### src/rtl/chan_pkg.sv
// Shared types and helpers for the channel receiver slice.
package chan_pkg;

  // Handshake FSM states: waiting for a request, or holding the acknowledge.
  typedef enum logic {
    ST_IDLE  = 1'b0,
    ST_ACKED = 1'b1
  } state_t;

  // Bit width needed to index n things, never less than one bit.
  function automatic int unsigned clog2_min1(input int unsigned n);
    int unsigned w;
    w = $clog2(n);
    return (w < 1) ? 1 : w;
  endfunction

endpackage

### src/rtl/chan_fifo.sv
// Circular-buffer FIFO holding words captured from the channel.
module chan_fifo
  import chan_pkg::*;
#(
  parameter int unsigned WIDTH = 1,
  parameter int unsigned DEPTH = 2,
  localparam int unsigned PTR_W = clog2_min1(DEPTH),
  localparam int unsigned CNT_W = clog2_min1(DEPTH + 1)
) (
  input  logic             clk,
  input  logic             reset,
  input  logic             push,
  input  logic             pop,
  input  logic [WIDTH-1:0] wr_data,
  output logic [CNT_W-1:0] count,
  output logic [WIDTH-1:0] head
);

  logic [WIDTH-1:0] mem [DEPTH];
  logic [PTR_W-1:0] wr_ptr;
  logic [PTR_W-1:0] rd_ptr;
  logic             do_push;
  logic             do_pop;

  function automatic logic [PTR_W-1:0] ptr_inc(input logic [PTR_W-1:0] p);
    return (p == PTR_W'(DEPTH - 1)) ? '0 : p + PTR_W'(1);
  endfunction

  // Full test uses the count before this cycle's pop, so push+pop at full is refused.
  always_comb begin
    do_push = push && (count < CNT_W'(DEPTH));
    do_pop  = pop && (count != '0);
  end

  // Storage is cleared on reset so the head reads zero until the first word arrives.
  always_ff @(posedge clk) begin
    if (reset) begin
      for (int unsigned i = 0; i < DEPTH; i++) mem[i] <= '0;
    end else if (do_push) begin
      mem[wr_ptr] <= wr_data;
    end
  end

  // Pointer and occupancy bookkeeping.
  always_ff @(posedge clk) begin
    if (reset) begin
      wr_ptr <= '0;
      rd_ptr <= '0;
      count  <= '0;
    end else begin
      if (do_push) wr_ptr <= ptr_inc(wr_ptr);
      if (do_pop)  rd_ptr <= ptr_inc(rd_ptr);
      case ({do_push, do_pop})
        2'b10:   count <= count + CNT_W'(1);
        2'b01:   count <= count - CNT_W'(1);
        default: count <= count;
      endcase
    end
  end

  assign head = mem[rd_ptr];

endmodule

### src/rtl/chan_rx.sv
// Clocked receiving end of a four-phase bundled-data channel.
module chan_rx
  import chan_pkg::*;
#(
  parameter int unsigned WIDTH       = 1,
  parameter int unsigned DEPTH       = 2,
  parameter int unsigned SYNC_STAGES = 2
) (
  input  logic             clk,
  input  logic             reset,
  input  logic             ch_req,
  input  logic [WIDTH-1:0] ch_data,
  output logic             ch_ack,
  output logic             out_valid,
  output logic [WIDTH-1:0] out_data,
  input  logic             out_ready
);

  localparam int unsigned CNT_W = clog2_min1(DEPTH + 1);

  logic [SYNC_STAGES-1:0] sync;
  logic                   req_s;
  state_t                 state;
  state_t                 state_nx;
  logic                   push;
  logic                   pop;
  logic                   full;
  logic [CNT_W-1:0]       count;

  // Request synchronizer; data bypasses it because it is stable while req is high.
  always_ff @(posedge clk) begin
    if (reset) sync <= '0;
    else       sync <= {sync[SYNC_STAGES-2:0], ch_req};
  end

  assign req_s = sync[SYNC_STAGES-1];

  // Handshake state register.
  always_ff @(posedge clk) begin
    if (reset) state <= ST_IDLE;
    else       state <= state_nx;
  end

  // Next state: take one word per request phase, stall in IDLE while full.
  always_comb begin
    state_nx = state;
    case (state)
      ST_IDLE:  if (req_s && !full) state_nx = ST_ACKED;
      ST_ACKED: if (!req_s)         state_nx = ST_IDLE;
      default:                      state_nx = ST_IDLE;
    endcase
  end

  // Outputs: acknowledge decodes the state register; push only on the IDLE->ACKED step.
  always_comb begin
    ch_ack = (state == ST_ACKED);
    push   = (state == ST_IDLE) && req_s && !full;
  end

  // Consumer-side occupancy decode.
  always_comb begin
    full      = (count == CNT_W'(DEPTH));
    out_valid = (count != '0);
    pop       = out_valid && out_ready;
  end

  chan_fifo #(
    .WIDTH(WIDTH),
    .DEPTH(DEPTH)
  ) u_fifo (
    .clk    (clk),
    .reset  (reset),
    .push   (push),
    .pop    (pop),
    .wr_data(ch_data),
    .count  (count),
    .head   (out_data)
  );

endmodule

### config.mk
export PLATFORM = sky130hd
export DESIGN_NAME = chan_rx
export DESIGN_NICKNAME = d
export VERILOG_FILES = /design/src/rtl/chan_pkg.sv /design/src/rtl/chan_fifo.sv /design/src/rtl/chan_rx.sv
export SDC_FILE = /design/constraint.sdc
export NUM_CORES = 1
export LEC_CHECK = 0
export CELL_PAD_IN_SITES_DETAIL_PLACEMENT = 0
export CELL_PAD_IN_SITES_GLOBAL_PLACEMENT = 1
export CORE_AREA = 8 8 45 47
export DETAILED_ROUTE_END_ITERATION = 8
export DIE_AREA = 0 0 53 55
export GPL_TIMING_DRIVEN = 0
export PLACE_DENSITY = 0.65
export SETUP_SLACK_MARGIN = 0.15
export SYNTH_ARGS = -nofsm -noshare
export SYNTH_HDL_FRONTEND = slang
export SYNTH_SLANG_ARGS = --single-unit
### constraint.sdc
create_clock -name clk -period 2.1 [get_ports clk]
set_input_delay 0.21 -clock clk [delete_from_list [all_inputs] [get_ports clk]]
set_output_delay 0.21 -clock clk [all_outputs]
set_load 0.005 [all_outputs]
==> metrics, run 1 <==
combinational power share=19.7%; post-synthesis sequential area ratio=~54%; fin nets=55; Synth top area share=about two fifths; H-tree Lvls=1; final setup fails=0; drt wl/cell=roughly 12 um; xor/xnor share of the synthesized area=under 10%; final core utilization=between 30% and 40%; Post-Syn Area=a little over 400 um2; DR top layer=met4; Internal=345 uW; clock tree from TritonCTS=done; number of fill cells=about 150; clk root buf=clkbuf_4; fin area=around 500 um2; Inserted Diodes=0; hold depth=2; largest family of logic cells by synthesized area=simple AND/OR/NAND/NOR gates; Vias=305; Area after DPL=between 400 and 500 um2; leak pwr=a little under 0.2 nW; Worst Hold End=sync[1]; ranking of synthesized cells by area=dfxtp_1 39%, edfxtp_1 15%, nor2b_1 4.6%, xnor2_1 4.3%, xor2_1 4.3%; Slew HR=about three quarters; area occupied by registers=220 um2; RSZ-0062 raised after global routing=false; Clock power frac=a little under a third; Tcrit/Tclk final=between 80% and 90%; dpl hpwl=575 um; met2 WL=370 um; Netlist cell types=21; r2r endpoint=u_fifo.count[1]; worst hold margin=~0.3 ns; Avg Inst Size Synth=between 10 and 15 um2; multi-input logic area=176 um2; largest net degree at the start of global routing=10; Simple-Gate Fraction of Synth Area=between 10% and 20%; clk_skew=approximately 0.006 ns; core area=1380 um2; MaxCap Viol Count=0; Starting Density=29.5%; clock insertion delay at the later pin of the skew report=between 0.2 and 0.3 ns; Pre-Repair DR Iteration Count=4; DRT Wirelength=approximately 740 um; # port buffers=6; Worst EP required=between 2 and 2.5 ns; clock buffer depth=2; share of post-route cells with drive strength above 1=about 17%; grt total ovfl=0; CP arrival=1.91 ns; Num CTS Buffers=3; initial antenna violation count=0; Worst Reg-to-Reg Cells=4; Total Power=466 uW; outcome=finished, final reports clean; hold_buf cts=0; register bit total from synthesis=10; chip width=53 um; reg2reg start=u_fifo.count[1]; Yosys warning total=0; 1st-iter DRT viols=8; Post-Syn Instances=38; GRT Util Overall=under 10%; worst-path fanout max=8; met3 routed WL=around 45 um; Area Growth Syn to Fin=26.1%; r2r setup slk=between 0.3 and 0.4 ns; Worst Setup Start Kind=flop; mux cell area share after synthesis=between 2 and 3%; IO Count=8; fin crit period=1.71 ns; Worst Tran Pin Value=0.377 ns; RePlAce Congestion=roughly 0.75; maximum vdd drop=between 0.3 and 0.4 mV; Post-CTS Setup Inserts=0; Final Hold Violating Endpoints=0; CP Class=flop to flop; fmax=around 580 MHz; Hold WC Path Type=input pin to flop; DRC=0; Max Slew Vio Count=0; complex-gate fraction of the synthesized area=roughly a tenth; syn nets=between 40 and 50; Met1 Routed Length=~300 um; final antenna-violating net count=0; first-pass GRT wire length=between 1000 and 1500 um; CTS resizes=0; largest area contributor in the netlist=dfxtp_1; Hold Startpoint=reset; Total Die Area=about 3000 um2; sw frac=about a quarter; crit path capture type=flop; adder-cell area share of the yosys netlist=3.07%; CTS clk-pin slew, worst paths=around 0.070 ns; Net Sw Power=around 120 uW; vias in the first global route=between 200 and 300; post-detailed-route via-to-cell ratio=about 4.8; chip height=between 50 and 60 um; row cnt=14; Reg power frac=approximately half; CTS Sinks=10; Setup TNS=0 ns; Power per Cell Area=906 nW/um2
[logic make-up (layout without fill, tap and decap cells)]
kind of cell	after synthesis	after routing
buf+inv	3	13
mux	1	1
compound gates	6	6
flops	10	10
xor+xnor	4	4
simple gates	13	13
fa+ha+maj	1	1
[per-stage QoR]
stage | setup WS [ns] | instances
2_1_floorplan | 0.517 | 38
3_3_place_gp | 0.457 | 60
3_5_place_dp | 0.417 | 60
4_1_cts | 0.396 | 64
5_1_grt | 0.336 | 64
6_report | 0.387 | 64
[synthesized netlist by cell type (all sizes together)]
library cell	n
nor3	1
dfxtp	8
nand3	1
a31o	1
or2	1
ha	1
o21a	1
xor2	2
inv	2
xnor2	2
nor2	4
o21ai	2
clkbuf	1
nor2b	3
a21oi	1
o311a	1
or3	1
or3b	1
edfxtp	2
nor3b	1
mux2	1
[metal layers]
layer,vias to the layer above,track usage (%)
li1,151,-
met1,144,5.86
met2,7,8.98
met3,3,3.48
met4,0,5.17
met5,-,0
[critical path: stages, from the launching register on]
cell	delay, ns
dfxtp_1	0.38
or3b_4	0.44
ha_1	0.32
or3_1	0.36
a21oi_1	0.15
[placed cells by master (no fill, tap or decap)]
| cell | count |
|---|---|
| dfxtp_1 | 8 |
| or2_2 | 1 |
| o21ai_0 | 2 |
| o21a_1 | 1 |
| xnor2_1 | 2 |
| ha_1 | 1 |
| mux2_2 | 1 |
| clkbuf_4 | 3 |
| edfxtp_1 | 2 |
| or3_1 | 1 |
| clkdlybuf4s50_1 | 6 |
| nor3_1 | 1 |
| clkbuf_1 | 2 |
| nor2b_1 | 3 |
| nor3b_1 | 1 |
| o311a_2 | 1 |
| nor2_1 | 4 |
| a31o_2 | 1 |
| inv_1 | 2 |
| nand3_1 | 1 |
| a21oi_1 | 1 |
| xor2_1 | 2 |
| or3b_4 | 1 |
[final cells by class]
cell class                      instances  share of cell area, %
Sequential cell                        10                   42.8
Multi-Input combinational cell         25                   34.3
Timing Repair Buffer                    6                   11.7
Clock buffer                            4                   5.11
Tap cell                               16                   3.89
Inverter                                2                   1.46
Buffer                                  1                  0.730
[sequential cells by signal, indices dropped and copies added (netlist names), named ones only]
signal,flops
u_fifo.count,2
u_fifo.wr_ptr,1
ch_ack,1
sync,2
u_fifo.mem,2
u_fifo.rd_ptr,1
[power groups by stage]
stage          Clock, mW  Sequential, mW  Combinational, mW
2_1_floorplan          0           0.233             0.0589
3_3_place_gp           0           0.237             0.0881
3_5_place_dp           0           0.238             0.0924
4_1_cts            0.144           0.234             0.0934
5_1_grt            0.160           0.236             0.0995
6_report           0.141           0.233             0.0918
[worst max-delay path by stage]
stage,start,endpoint,slack [ns],cells after the start
after floorplan,u_fifo.count[1],u_fifo.count[1],0.52,4
after global placement,u_fifo.count[1],u_fifo.count[1],0.46,4
after detailed placement,u_fifo.count[1],u_fifo.count[1],0.42,4
after CTS,u_fifo.count[1],u_fifo.count[1],0.40,4
after global routing,u_fifo.count[1],u_fifo.count[1],0.34,5
final,u_fifo.count[1],u_fifo.count[1],0.39,4
No activity file was read; power rests on OpenSTA's default activity.
==> inputs of run 2 (changes only) <==
PLACE_DENSITY = 0.68   (was 0.65)
clock period = 1.4 ns   (was 2.1 ns; I/O delays follow)
==> run 2 against run 1 <==
The run now ends with negative setup slack left. Core utilization increased by 2.6 points. Count of clock-buffer cells in the layout unchanged. Maximum frequency up 12%. Clock skew increased by 0.0011 ns. Critical path depth up 1. Power grew 50%. Design area is 7.1% higher. Global-route usage is 0.44 points lower. Combinational power up 60%. First-iteration DRC count shrank 13%. Sequential cell count unchanged. Critical endpoint unchanged. Largest power group unchanged.
==> metrics, run 2 (same netlist as run 1, synthesis figures left out) <==
DRC=0 (unchanged); RePlAce Congestion=0.691 (-7.9%); largest registers=sync: 2 flops, u_fifo.count: 2 flops, u_fifo.mem: 2 flops; 1st-iter DRT viols=7 (-1); r2r setup slk=-0.14 ns (-0.52 ns); hold_buf cts=0 (unchanged); grt total ovfl=0 (unchanged); Worst EP required=1.58 ns (-0.71 ns); final setup fails=2 (+2); Starting Density=29.5% (unchanged); dpl hpwl=490 um (-15%); leak pwr=0.219 nW (+13%); Tcrit/Tclk final=110% (+28 points); largest net degree at the start of global routing=10 (unchanged); Hold Startpoint=reset; fin nets=58 (+5.5%); # port buffers=6 (unchanged); Inserted Diodes=0 (unchanged); CTS Sinks=10 (unchanged); RSZ-0062 raised after global routing=true; maximum vdd drop=0.616 mV (+100%); reg2reg start=ch_ack; clk root buf=clkbuf_4; MaxCap Viol Count=0 (unchanged); IO Count=8 (unchanged); share of post-route cells with drive strength above 1=37.3% (+21 points); Area after DPL=503 um2 (+3.1%); Num CTS Buffers=3 (unchanged); fmax=651 MHz (+12%); clock buffer depth=2 (unchanged); Vias=305 (unchanged); Area Growth Syn to Fin=35.0%; fin crit period=1.54 ns (-0.177 ns); Total Die Area=2920 um2 (unchanged); clk_skew=0.00714 ns (+0.00114 ns); Power per Cell Area=1270 nW/um2 (+40%); crit path capture type=flop; fin area=551 um2 (+7.1%); chip height=55 um (unchanged); CTS clk-pin slew, worst paths=0.06 ns (about the same); Pre-Repair DR Iteration Count=2 (-2); core area=1380 um2 (unchanged); Worst Setup Start Kind=flop; drt wl/cell=10.2 um (-12%); Max Slew Vio Count=0 (unchanged); clock tree from TritonCTS=done; Worst Reg-to-Reg Cells=5 (+1); Hold WC Path Type=input pin to flop; worst-path fanout max=3 (-5); failing checks=negative setup slack; row cnt=14 (unchanged); hold depth=2 (unchanged); final core utilization=39.8% (+2.6 points); Final Hold Violating Endpoints=0 (unchanged); Total Power=697 uW (+50%); clock insertion delay at the later pin of the skew report=0.26 ns (about the same); first-pass GRT wire length=1150 um (-2.9%); initial antenna violation count=0 (unchanged); post-detailed-route via-to-cell ratio=4.55 (-4.5%); r2r endpoint=u_fifo.count[1]; H-tree Lvls=1 (unchanged); DRT Wirelength=682 um (-8.3%); chip width=53 um (unchanged); most frequent cells in the layout=4 x nor2_1, 4 x dfxtp_2; Slew HR=75.6% (+0.74 points); CP Class=flop to flop; outcome=finished with violations; GRT Util Overall=5.54% (-0.44 points); vias in the first global route=304 (+9.0%); worst setup margin=-0.136 ns (-0.523 ns); CP arrival=1.72 ns (-0.19 ns); final antenna-violating net count=0 (unchanged); Worst Tran Pin Value=0.366 ns (-0.0112 ns)
## run 2: changes by cell type in the layout (fill, tap and decap cells not counted), sizes merged
cell / change
clkdlybuf4s50: -3
buf: +5
dlygate4sd2: +1
## run 2: power by group
| group | total, mW | leakage, nW | internal, mW | switching [mW] |
|---|---|---|---|---|
| sequential | 0.349 | 0.0887 | 0.327 | 0.0222 |
| combinational | 0.147 | 0.115 | 0.0880 | 0.0594 |
| clock | 0.200 | 0.0150 | 0.110 | 0.0904 |
## run 2: worst max path at each step
stage	from	endpoint	slack (ns)
floorplan	ch_ack	u_fifo.count[1]	-0.1
global route	sync[1]	u_fifo.count[1]	-0.15
finish	ch_ack	u_fifo.count[1]	-0.14
CTS	u_fifo.count[1]	u_fifo.count[1]	-0.14
global placement	u_fifo.count[1]	u_fifo.count[1]	-0.16
detailed placement	out_ready	u_fifo.count[1]	-0.15
## run 2: through the flow
step | hold slack (ns) | setup TNS [ns] | instances | setup slack, ns
after floorplan | 0.268 | -0.0968 | 38 | -0.0968
after global placement | 0.429 | -0.158 | 60 | -0.158
after detailed placement | 0.428 | -0.150 | 60 | -0.150
after CTS | 0.228 | -0.177 | 67 | -0.138
after global routing | 0.270 | -0.252 | 67 | -0.154
final | 0.222 | -0.170 | 67 | -0.136
## run 2: area by class of cell
cell class,instances,area (um2)
plain buffers,1,3.75
clock buffers,4,26.3
fillers,146,833
inverters,2,7.51
multi-input cells,25,189
flip-flops and latches,10,229
well taps,16,20.0
repair buffers,9,75.1
## run 2: critical path: stages (launching register included)
cell     delay, ns
dfxtp_2       0.32
or3b_4        0.42
ha_4          0.17
xnor2_1       0.12
or3_1         0.31
a21oi_1       0.12
## run 2: metal layers
metal,track usage [%],share of wire (%),vias up
met5,0,0,-
met4,1.29,0,0
met3,4.81,6.6,0
met2,9.18,51,8
met1,5.08,43,139
li1,-,-,158
## run 2: repair_timing
action | 4_1_cts | 5_1_grt
pin swaps | 0 | 0
endpoints found under the setup margin | 6 | 4
resized for setup | 14 | 0
hold endpoints to repair | 0 | 0
setup buffers | 3 | 0
==> inputs of run 3 (changes only) <==
CTS_BUF_LIST = sky130_fd_sc_hd__clkbuf_4 sky130_fd_sc_hd__clkbuf_8 sky130_fd_sc_hd__clkbuf_16   (was unset)
CTS_CLUSTER_DIAMETER = 200   (was unset)
==> run 3 against run 2 <==
The flow still finishes with violations (negative setup slack). Highest routed layer unchanged. Largest power group unchanged. Design area increased by 0.68%. Sequential share of layout area is 0.28 points lower. Sequential cell count did not move. Largest cell class unchanged. Critical path type unchanged. Die area unchanged. Power increased by 2.9%.
==> metrics, run 3 (same netlist as run 1, synthesis figures left out) <==
outcome=finished with violations; failing checks=negative setup slack; fin nets=58 (unchanged); hold_buf cts=0 (unchanged); maximum vdd drop=0.614 mV (-0.46%); Starting Density=29.5% (unchanged); Inserted Diodes=0 (unchanged); CTS clk-pin slew, worst paths=0.07 ns (about the same); clk_skew=0.00915 ns (+0.00201 ns); fin crit period=1.54 ns (-0.000635 ns); CP Launch Point=ch_ack; row cnt=14 (unchanged); clock buffer depth=2 (unchanged); clock tree from TritonCTS=done; chip width=53 um (unchanged); initial antenna violation count=0 (unchanged); Num CTS Buffers=3 (unchanged); vias in the first global route=304 (unchanged); Final Hold Violating Endpoints=0 (unchanged); crit path capture type=flop; fmax=651 MHz (about the same); IO Count=8 (unchanged); MaxCap Viol Count=0 (unchanged); largest net degree at the start of global routing=10 (unchanged); leak pwr=0.222 nW (+1.6%); DRT Wirelength=681 um (-0.15%); worst-path fanout max=3 (unchanged); first-pass GRT wire length=1150 um (unchanged); chip height=55 um (unchanged); Worst Tran Pin Value=0.369 ns (+0.00255 ns); Total Die Area=2920 um2 (unchanged); CP arrival=1.72 ns (about the same); final antenna-violating net count=0 (unchanged); Pre-Repair DR Iteration Count=2 (unchanged); clock insertion delay at the later pin of the skew report=0.26 ns (about the same); GRT Util Overall=5.54% (unchanged); Area after DPL=503 um2 (unchanged); most frequent cells in the layout=4 x nor2_1, 4 x dfxtp_2, 4 x clkbuf_4; core area=1380 um2 (unchanged); worst hold margin=0.223 ns (+0.000949 ns); pre-CTS setup slack=-0.150 ns (unchanged); CTS Sinks=10 (unchanged); largest registers=sync: 2 flops, u_fifo.count: 2 flops, u_fifo.mem: 2 flops; 1st-iter DRT viols=7 (unchanged); Setup TNS=-0.169 ns (+0.00121 ns); Worst EP required=1.58 ns (about the same); Max Slew Vio Count=0 (unchanged); DRC=0 (unchanged); worst setup margin=-0.135 ns (+0.000635 ns); Hold WC Path Type=input pin to flop; final setup fails=2 (unchanged); Tcrit/Tclk final=110% (about the same); post-detailed-route via-to-cell ratio=4.54 (-0.33%); dpl hpwl=490 um (unchanged); share of post-route cells with drive strength above 1=39.2% (+2.0 points); clk root buf=clkbuf_4; CP Class=flop to flop; fin area=554 um2 (+0.68%); grt total ovfl=0 (unchanged); Vias=304 (-0.33%); RSZ-0062 raised after global routing=true; Area Growth Syn to Fin=35.9%; Worst Setup Start Kind=flop; Slew HR=75.4% (-0.17 points); Worst Reg-to-Reg Cells=5 (unchanged); Worst Setup EP=u_fifo.count[1]; H-tree Lvls=1 (unchanged); Power per Cell Area=1290 nW/um2 (+2.2%); r2r setup slk=-0.14 ns (about the same); final core utilization=40.1% (+0.27 points); # port buffers=6 (unchanged); RePlAce Congestion=0.691 (unchanged); r2r endpoint=u_fifo.count[1]; drt wl/cell=10.2 um (-0.15%); reg2reg start=ch_ack
## run 3: cell counts in the layout (fill, tap and decap cells not counted)
Identical to the previous run, type by type.
## run 3: cell type report
class                      instances  area, um2
fill                             145        830
multi-input combinational         25        189
buffer                             1       3.75
timing repair buffer               9       75.1
clock buffer                       4       30.0
sequential                        10        229
tap                               16       20.0
inverter                           2       7.51
## run 3: worst min-delay path by stage
stage | slack [ns] | end | startpoint | cells after the start
after floorplan | 0.27 | sync[0] | ch_req | 1
after global placement | 0.43 | sync[1] | sync[0] | 1
after detailed placement | 0.43 | sync[1] | sync[0] | 1
after CTS | 0.23 | flop | reset | 2
after global routing | 0.27 | u_fifo.wr_ptr | reset | 2
final | 0.22 | flop | reset | 2
## run 3: worst max-delay path, cell delays in order, from the launching register on
cell and delay, ns:
dfxtp_2 0.32, or3b_4 0.42, ha_4 0.17, xnor2_1 0.12
or3_1 0.31, a21oi_1 0.12
## run 3: through the flow
stage,power [mW],cells
2_1_floorplan,0.447,38
5_1_grt,0.762,67
3_3_place_gp,0.502,60
6_report,0.717,67
4_1_cts,0.727,67
3_5_place_dp,0.501,60
## run 3: routing by layer
metal,vias up,GRT usage (%),share of wire (%)
li1,158,-,-
met1,138,5.08,42
met2,8,9.18,51
met4,0,1.29,0
met3,0,4.81,6.6
met5,-,0,0
## run 3: where the power goes
group          internal [mW]  total, mW  switching [mW]
logic                 0.0880      0.148          0.0595
clock network          0.129      0.220          0.0913
registers              0.327      0.350          0.0223
total                  0.544      0.717           0.173
## run 3: timing repair
| item | CTS | global route |
|---|---|---|
| setup endpoints to repair | 6 | 4 |
| gates resized for setup | 14 | 0 |
| buffers inserted | 3 | 0 |
